--- src/rtl/rr_bus_arbiter_pkg.sv ---
// Shared arbiter definitions: FSM state encoding and index-width helper.
package arb_pkg;

  typedef enum logic [1:0] {
    IDLE  = 2'b00,
    GRANT = 2'b01,
    PARK  = 2'b10
  } arb_state_e;

  // Index width for n requesters; never narrower than one bit.
  function automatic int idx_width(input int n);
    return (n > 2) ? $clog2(n) : 1;
  endfunction

endpackage

--- src/rtl/rr_bus_arbiter_if.sv ---
// Request/grant bundle between the masters and the bus arbiter.
interface rr_bus_arbiter_if import arb_pkg::*; #(
  parameter int N = 4
) ();

  localparam int IW = idx_width(N);

  logic [N-1:0]  req;
  logic [N-1:0]  gnt;
  logic [IW-1:0] gnt_id;
  logic          gnt_valid;
  logic          timeout;

  modport master (output req, input gnt, input gnt_id, input gnt_valid, input timeout);
  modport slave  (input req, output gnt, output gnt_id, output gnt_valid, output timeout);

endinterface

--- src/rtl/rr_pick.sv ---
// Combinational winner search: rotating scan after last_owner, or lowest index first.
module rr_pick import arb_pkg::*; #(
  parameter  int N  = 4,
  localparam int IW = idx_width(N)
) (
  input  logic [N-1:0]  req,
  input  logic [IW-1:0] last_owner,
  input  logic          mode,
  output logic          found,
  output logic [IW-1:0] winner
);

  logic [IW-1:0] idx_s;

  // First set request in scan order; the scan start depends on mode.
  always_comb begin
    found  = 1'b0;
    winner = '0;
    idx_s  = '0;
    for (int i = 0; i < N; i++) begin
      if (mode) begin
        idx_s = IW'((int'(last_owner) + 1 + i) % N);
      end else begin
        idx_s = IW'(i);
      end
      if (!found && req[idx_s]) begin
        found  = 1'b1;
        winner = idx_s;
      end else begin
        found  = found;
      end
    end
  end

endmodule

--- src/rtl/rr_bus_arbiter.sv ---
// N-master bus arbiter with tenure limit and a forced one-cycle park gap between owners.
module rr_bus_arbiter import arb_pkg::*; #(
  parameter int N        = 4,
  parameter int MAX_HOLD = 8,
  parameter int RR_MODE  = 1
) (
  input  logic            clk,
  input  logic            rst,
  rr_bus_arbiter_if.slave bus
);

  localparam int            IW       = idx_width(N);
  localparam int            HW       = $clog2(MAX_HOLD + 1);
  localparam logic [HW-1:0] HOLD_MAX = HW'(MAX_HOLD);
  localparam logic [IW-1:0] LAST_RST = IW'(N - 1);
  localparam logic          MODE_RR  = (RR_MODE != 0);

  arb_state_e    state_r, state_s;
  logic [N-1:0]  gnt_r, gnt_s;
  logic [IW-1:0] gnt_id_r, gnt_id_s;
  logic          gnt_valid_r, gnt_valid_s;
  logic          timeout_r, timeout_s;
  logic [HW-1:0] hold_cnt_r, hold_cnt_s;
  logic [IW-1:0] last_owner_r, last_owner_s;
  logic          found_s;
  logic [IW-1:0] winner_s;
  logic          owner_req_s;
  logic          others_s;

  rr_pick #(.N(N)) u_pick (
    .req        (bus.req),
    .last_owner (last_owner_r),
    .mode       (MODE_RR),
    .found      (found_s),
    .winner     (winner_s)
  );

  assign owner_req_s = bus.req[gnt_id_r];
  assign others_s    = |(bus.req & ~gnt_r);

  // Next-state and next-output logic; PARK arbitrates exactly like IDLE.
  always_comb begin
    state_s      = state_r;
    gnt_s        = gnt_r;
    gnt_id_s     = gnt_id_r;
    timeout_s    = 1'b0;
    hold_cnt_s   = hold_cnt_r;
    last_owner_s = last_owner_r;
    case (state_r)
      IDLE, PARK: begin
        if (found_s) begin
          state_s    = GRANT;
          gnt_s      = N'(1) << winner_s;
          gnt_id_s   = winner_s;
          hold_cnt_s = HW'(1);
        end else begin
          state_s    = IDLE;
          gnt_s      = '0;
          hold_cnt_s = '0;
        end
      end
      GRANT: begin
        if (!owner_req_s) begin
          state_s      = PARK;
          gnt_s        = '0;
          hold_cnt_s   = '0;
          last_owner_s = gnt_id_r;
        end else if ((hold_cnt_r == HOLD_MAX) && others_s) begin
          state_s      = PARK;
          gnt_s        = '0;
          hold_cnt_s   = '0;
          last_owner_s = gnt_id_r;
          timeout_s    = 1'b1;
        end else begin
          state_s = GRANT;
          // Saturate so a lone holder never wraps the tenure count.
          if (hold_cnt_r < HOLD_MAX) begin
            hold_cnt_s = hold_cnt_r + HW'(1);
          end else begin
            hold_cnt_s = HOLD_MAX;
          end
        end
      end
      default: begin
        state_s    = IDLE;
        gnt_s      = '0;
        hold_cnt_s = '0;
      end
    endcase
    gnt_valid_s = |gnt_s;
  end

  // State and output registers.
  always_ff @(posedge clk or negedge rst) begin
    if (!rst) begin
      state_r      <= IDLE;
      gnt_r        <= '0;
      gnt_id_r     <= '0;
      gnt_valid_r  <= 1'b0;
      timeout_r    <= 1'b0;
      hold_cnt_r   <= '0;
      last_owner_r <= LAST_RST;
    end else begin
      state_r      <= state_s;
      gnt_r        <= gnt_s;
      gnt_id_r     <= gnt_id_s;
      gnt_valid_r  <= gnt_valid_s;
      timeout_r    <= timeout_s;
      hold_cnt_r   <= hold_cnt_s;
      last_owner_r <= last_owner_s;
    end
  end

  assign bus.gnt       = gnt_r;
  assign bus.gnt_id    = gnt_id_r;
  assign bus.gnt_valid = gnt_valid_r;
  assign bus.timeout   = timeout_r;

endmodule

--- src/flat_wrapper.sv ---
// flat-port wrapper written by rule: the top's interface ports become plain ports
module rr_bus_arbiter_flat import arb_pkg::*;
#(
  parameter int N        = 4,
  parameter int MAX_HOLD = 8,
  parameter int RR_MODE  = 1
)
  (clk, rst, bus_req, bus_gnt, bus_gnt_id, bus_gnt_valid, bus_timeout);
  rr_bus_arbiter_if #(.N(N)) bus_i ();
  input  logic clk;
  input  logic rst;
  input wire logic [$bits(bus_i.req)-1:0] bus_req;
  output wire logic [$bits(bus_i.gnt)-1:0] bus_gnt;
  output wire logic [$bits(bus_i.gnt_id)-1:0] bus_gnt_id;
  output wire logic [$bits(bus_i.gnt_valid)-1:0] bus_gnt_valid;
  output wire logic [$bits(bus_i.timeout)-1:0] bus_timeout;
  assign bus_i.req = bus_req;
  assign bus_gnt = bus_i.gnt;
  assign bus_gnt_id = bus_i.gnt_id;
  assign bus_gnt_valid = bus_i.gnt_valid;
  assign bus_timeout = bus_i.timeout;
  rr_bus_arbiter #(.N(N), .MAX_HOLD(MAX_HOLD), .RR_MODE(RR_MODE)) u_core (.clk(clk), .rst(rst), .bus(bus_i));
endmodule
--- config.mk ---
export PLATFORM = sky130hd
export DESIGN_NAME = rr_bus_arbiter_flat
export DESIGN_NICKNAME = d
export VERILOG_FILES = /design/src/rtl/rr_bus_arbiter_pkg.sv /design/src/rtl/rr_bus_arbiter_if.sv /design/src/rtl/rr_pick.sv /design/src/rtl/rr_bus_arbiter.sv /design/src/flat_wrapper.sv
export SDC_FILE = /design/constraint.sdc
export NUM_CORES = 1
export LEC_CHECK = 0
export CAP_MARGIN = 25
export CORE_MARGIN = 2
export CORE_UTILIZATION = 49
export DETAILED_ROUTE_END_ITERATION = 8
export PLACE_DENSITY_LB_ADDON = 0.08
export SYNTH_ARGS = -nofsm -noshare
export SYNTH_HDL_FRONTEND = slang
export SYNTH_SLANG_ARGS = --single-unit
export TNS_END_PERCENT = 20
--- constraint.sdc ---
create_clock -name clk -period 2 [get_ports clk]
set_input_delay 0.4 -clock clk [delete_from_list [all_inputs] [get_ports clk]]
set_output_delay 0.4 -clock clk [all_outputs]
set_load 0.005 [all_outputs]
== Word level (Yosys, flattened, before mapping) ==
Cells that the tools add are included.
Storage, ports and cells
  output and inout port bits: 8
  register bits after elaboration: 16
  input port bits: 6
Operators by class
  $add $sub $neg: 5
  shifts and indexed selects: 1
  $lt $le $gt $ge: 6
  reductions and logical operators: 13
  multiplexer cells: 36
  bitwise gates (word level): 2
  equal/unequal tests: 4
Operator list (count)
  $mux 4: 6
  $mux 2: 8
  $pmux 4 s2: 2
  $lt 2x3->1 const B: 5
  $mux 1: 14
  $bmux 1 s2: 5
  $reduce_or 4->1: 2
  $add 2x2->2 const B: 3
  $add 4x1->4 const B: 1
  $and 4x4->4: 1
  $eq 4x4->1 const B: 1
  $logic_and 1x1->1: 4
  $lt 4x4->1 const B: 1
  $not 4->4: 1
  $pmux 2 s2: 1
  $reduce_and 2->1: 2
  $shl 1x2->4 const A: 1
  $logic_not 1->1: 3
  $add 2x1->2 const B: 1
  $eq 2x1->1 const B: 1
  $eq 2x2->1 const B: 1
  $logic_not 2->1: 1
  $ne 2x2->1 const B: 1
  $reduce_or 2->1: 1

== Depth between registers and ports, before layout ==
  word-level depth: 17
  gate-level depth with buffers: 7
  depth with buffers taken out: 7

== Hierarchy ==
Synthesis repeated with hierarchy kept, for this count alone.
Second synthesis, totals
  cells, all modules: 101
  area total of the unflattened synthesis: 980.9 um2
By module, submodules not included
  rr_bus_arbiter: area each 749.5 um2, cells an instance 66, instances 1
  rr_pick: area each 231.5 um2, cells an instance 35, instances 1

== Least setup slack after synthesis ==
OpenSTA, ideal clock, no wires.
  path type: register to register
  from: register u_core.gnt_id_r[0], in the netlist u_core.bus.gnt_id[0]
  to: register u_core.last_owner_r[0]
  buffers on the path: 0
  path slack: 0.362 ns
  cell stages (with the launch flop): 4
  library setup time: 0.082 ns
  arrival: 1.556 ns
  path through: dfrtp_1 mux4_2 a211o_1 mux2_4
Between the ends
  longest elaborated chain between the ends: 4
  elaborated cells on any way between the ends: 6
  those cells by class: eq/ne (1); mux (4); reduce/logical (1)
Ends and longest elaborated chain
  from (decl): line rr_bus_arbiter.sv:20  | logic [IW-1:0] gnt_id_r, gnt_id_s;
  from (signal assigned): line rr_bus_arbiter.sv:106  | gnt_id_r <= gnt_id_s;
  $bmux 1 s2: line rr_bus_arbiter.sv:38  | assign owner_req_s = bus.req[gnt_id_r];
  $mux 1 (implied by the code): line rr_bus_arbiter.sv:38
  $ne 2x2->1 (no source line)
  $reduce_and 2->1 (no source line)
  to (signal assigned): line rr_bus_arbiter.sv:110  | last_owner_r <= last_owner_s;
  to (decl): line rr_bus_arbiter.sv:24  | logic [IW-1:0] last_owner_r, last_owner_s;
Several ways; a longest one is shown, not always the timed one. The select of a mux whose other input is x is not followed.
A chain may end at the register's enable or synchronous reset.

== Worst setup path in the final report ==
  from: input bus_req[0]
  to: register u_core.last_owner_r[1]
Between the ends
  longest elaborated chain between the ends: 5
  elaborated cells on any way between the ends: 8
  those cells by class: eq/ne (1); mux (3); bitwise (1); reduce/logical (3)
Ends and longest elaborated chain
  from (decl): line flat_wrapper.sv:12  | input wire logic [$bits(bus_i.req)-1:0] bus_req;
  $and 4x4->4: line rr_bus_arbiter.sv:39  | assign others_s = |(bus.req & ~gnt_r);
  $reduce_or 4->1: line rr_bus_arbiter.sv:39
  $logic_and 1x1->1: line rr_bus_arbiter.sv:68  | end else if ((hold_cnt_r == HOLD_MAX) && others_s) begin
  $ne 2x2->1 (no source line)
  $reduce_and 2->1 (no source line)
Several ways; a longest one is shown, not always the timed one. The select of a mux whose other input is x is not followed.

==> results.ini <==
[status]
status = completed

[floorplanning]
io-pin-count = 14
core_area_mm2 = 0.00151
initial_utilization_pct = 52.5
num_rows = 14
die_w_um = 44.2
die_y_um = 44.2
die_area_mm2 = 0.00195

[drt]
top_layer = met4
wl_met3_um = 103
ant_nets = 0
vias = 662
dr.pass1.iters = 4
drt_iter0_markers = 10
postRouteWirelength_mm = 1.81
met1_length_um = 816
wire_per_inst_um = 15.8
drc = 0
dr_wl_met2_um = 875
via_per_inst = 5.76

[cts]
cts_max_path_buffers = 2
cts_resized = 0
cts_root_buf = clkbuf_4
htreeDepth = 1
cts-hold-fix-buffers = 0
clk_latency_ns = 0.28
clk_pin_slew_ns = 0.09
postCtsSetupBuffers = 0
cts_tree = done
clock_sinks = 16
cts_buffers = 3

[yosys]
synth_edf_count = 0
ys.flop_type = dfrtp_1
synthTopCellsByArea = dfrtp_1, dfstp_2, a22o_1
synth_fp_nets = 81
avgSynthCellArea_um2 = 10.8
yosysTopAreaCell = dfrtp_1
synth_cell_types = 31
syn_area_um2 = 791
ys_top_cells_by_count = dfrtp_1, inv_1, nand2_1
synth.top_cell.area_share_pct = 44.3
syn_inst = 73
ys.warnings.count = 0
ys_ff_latch = 16
ys_async_sr_fraction_pct = 100
yosysSeqAreaShare_pct = 50.9
yosysMostFrequentCell = dfrtp_1

[global_route]
grt_first_pass_wirelength_mm = 3.15
grt_start_max_net_pins = 17
antenna_found_initial = 0
first_global_vias = 696
overflow = 0
grt_use_total_pct = 22.3

[layout]
fin_util_pct = 68.9
syn2layout_area_growth_pct = 31.3
fill_cells = 130
drive_gt1_share_pct = 21.2
multi_input_area_um2 = 350
finalInstanceArea_mm2 = 0.00104
layout.nets = 108
layout.area.seq_um2 = 403
antennaDiodeCount = 0

[critical_path]
crit_buf_inv = 1
critPathMaxFanout = 3
slowest_stage = mux4_2
crit_path_start_kind = input pin
critical_path_arrival_ns = 2.02
crit_family = multiplexers
critPathKind = in -> reg
worstPathCellList = clkdlybuf4s50_1, mux4_2, a211o_1, mux2_4
worstPathRequired_ns = 2.21
cp-end-kind = flip-flop
cpPeakStageDelay_ns = 0.50
crit_cells = 4
reg2reg_depth = 3

[placed_design]
place_hpwl_mm = 1.33
placed_area_mm2 = 0.00101
numPortBuffers = 13
gp_congestion = 0.816

[timing]
worst_slew_pin_slew_ns = 0.450
final_hold_viol_count = 0
setup_viol = 0
fin_crit_ns = 1.81
fin_skew_ns = 0.00854
setup_tns_ns = 0
timing.hold.ws_ns = 0.433
grt_setup_unrepaired = false
maxSlewHeadroom_pct = 70.0
fmax_ghz = 0.552
slew_viol_final = 0
timing.final.crit_share_pct = 90.6

[job]
drv_cap = 0

[power]
comb_power_share_pct = 45.6
pwr-share-seq_pct = 42.5
power.density_mw_per_mm2 = 1380
peakVddDrop_mv = 0.773
sw_frac_of_total_pct = 35.7
switchingPower_uw = 512
total_power_mw = 1.43
power.share.clock_pct = 11.9
leakage_nw = 0.489
p_int_uw = 921

[worst_hold_path]
hp-class = in -> async

area by class of cell:
cell class | instances | share of cell area, %
clock buffer | 4 | 2.53
sequential | 16 | 38.8
multi-input combinational | 47 | 33.7
inverter | 9 | 3.25
tap | 16 | 1.93
timing repair buffer | 23 | 19.8
sequential cells by signal (all words and copies together), names as in the netlist:
name                  count
u_core.last_owner_r       2
u_core.bus.timeout        1
u_core.bus.gnt_id         2
u_core.bus.gnt_valid      1
u_core.hold_cnt_r         4
u_core.state_r            2
u_core.bus.gnt            4
metal layers:
layer  vias to the layer above  global-route usage [%]
li1                        311                       -
met1                       324                    29.8
met2                        25                    36.5
met3                         2                    6.53
met4                         0                    3.64
met5                         -                       0
layout by cell type, fill, tap and decap left out:
cell	synthesis	layout
inv_1	8	8
nor2b_1	3	3
o31ai_1	1	1
clkbuf_1	1	1
nor2_1	5	5
a22o_1	4	4
mux2i_1	1	1
o22ai_1	2	2
o221ai_1	1	1
nand3b_1	1	1
xnor2_1	1	1
a211oi_1	1	1
mux2_4	2	2
a211o_1	1	1
a21o_1	1	1
ha_1	2	2
nor4_1	1	1
inv_2	1	1
o21ai_0	2	2
a2111oi_2	1	1
a21oi_1	2	2
clkdlybuf4s50_1	0	13
mux4_2	1	1
o41ai_2	1	1
buf_4	0	10
dfrtp_1	14	14
a31oi_1	1	1
dfstp_2	2	2
nor3_1	1	1
clkbuf_4	0	3
o21ai_1	2	2
nor3b_1	1	1
nand2b_1	2	2
nand2_1	6	6
metrics by stage:
| stage | worst slack (ns) | cells |
|---|---|---|
| 2_1_floorplan | 0.362 | 73 |
| 5_1_grt | 0.143 | 115 |
| 3_3_place_gp | -0.0417 | 111 |
| 3_5_place_dp | -0.105 | 111 |
| 6_report | 0.189 | 115 |
| 4_1_cts | 0.189 | 115 |
kinds of logic after synthesis:
kind of cell	after synthesis	synth area share, %
AO/OA/AOI/OAI	20	19.6
XOR/XNOR	1	1.11
adder cells (fa/ha/maj)	2	3.16
buffers and inverters	10	4.75
flip-flops	16	50.9
multiplexers	4	7.91
AND/OR/NAND/NOR	20	12.5
path summary, 6_finish.rpt:
kind,slack (ns),end,startpoint
max in group asynchronous,1.31,u_core.last_owner_r[0],rst
min in group clk,0.54,u_core.hold_cnt_r[0],u_core.hold_cnt_r[0]
worst min register to register,0.54,u_core.hold_cnt_r[0],u_core.hold_cnt_r[0]
worst min-delay path,0.43,u_core.hold_cnt_r[3],rst
worst max-delay path,0.19,u_core.last_owner_r[1],bus_req[0]
worst max register to register,0.28,u_core.last_owner_r[1],u_core.bus.gnt_id[0]
power by group through the flow:
stage | sequential [mW] | clock, mW | combinational [mW]
after global placement | 0.605 | 0 | 0.626
after global routing | 0.628 | 0.191 | 0.720
final | 0.609 | 0.171 | 0.653
after floorplan | 0.563 | 0 | 0.386
after CTS | 0.607 | 0.177 | 0.655
after detailed placement | 0.609 | 0 | 0.647
Power figures use the tool's default switching activity.
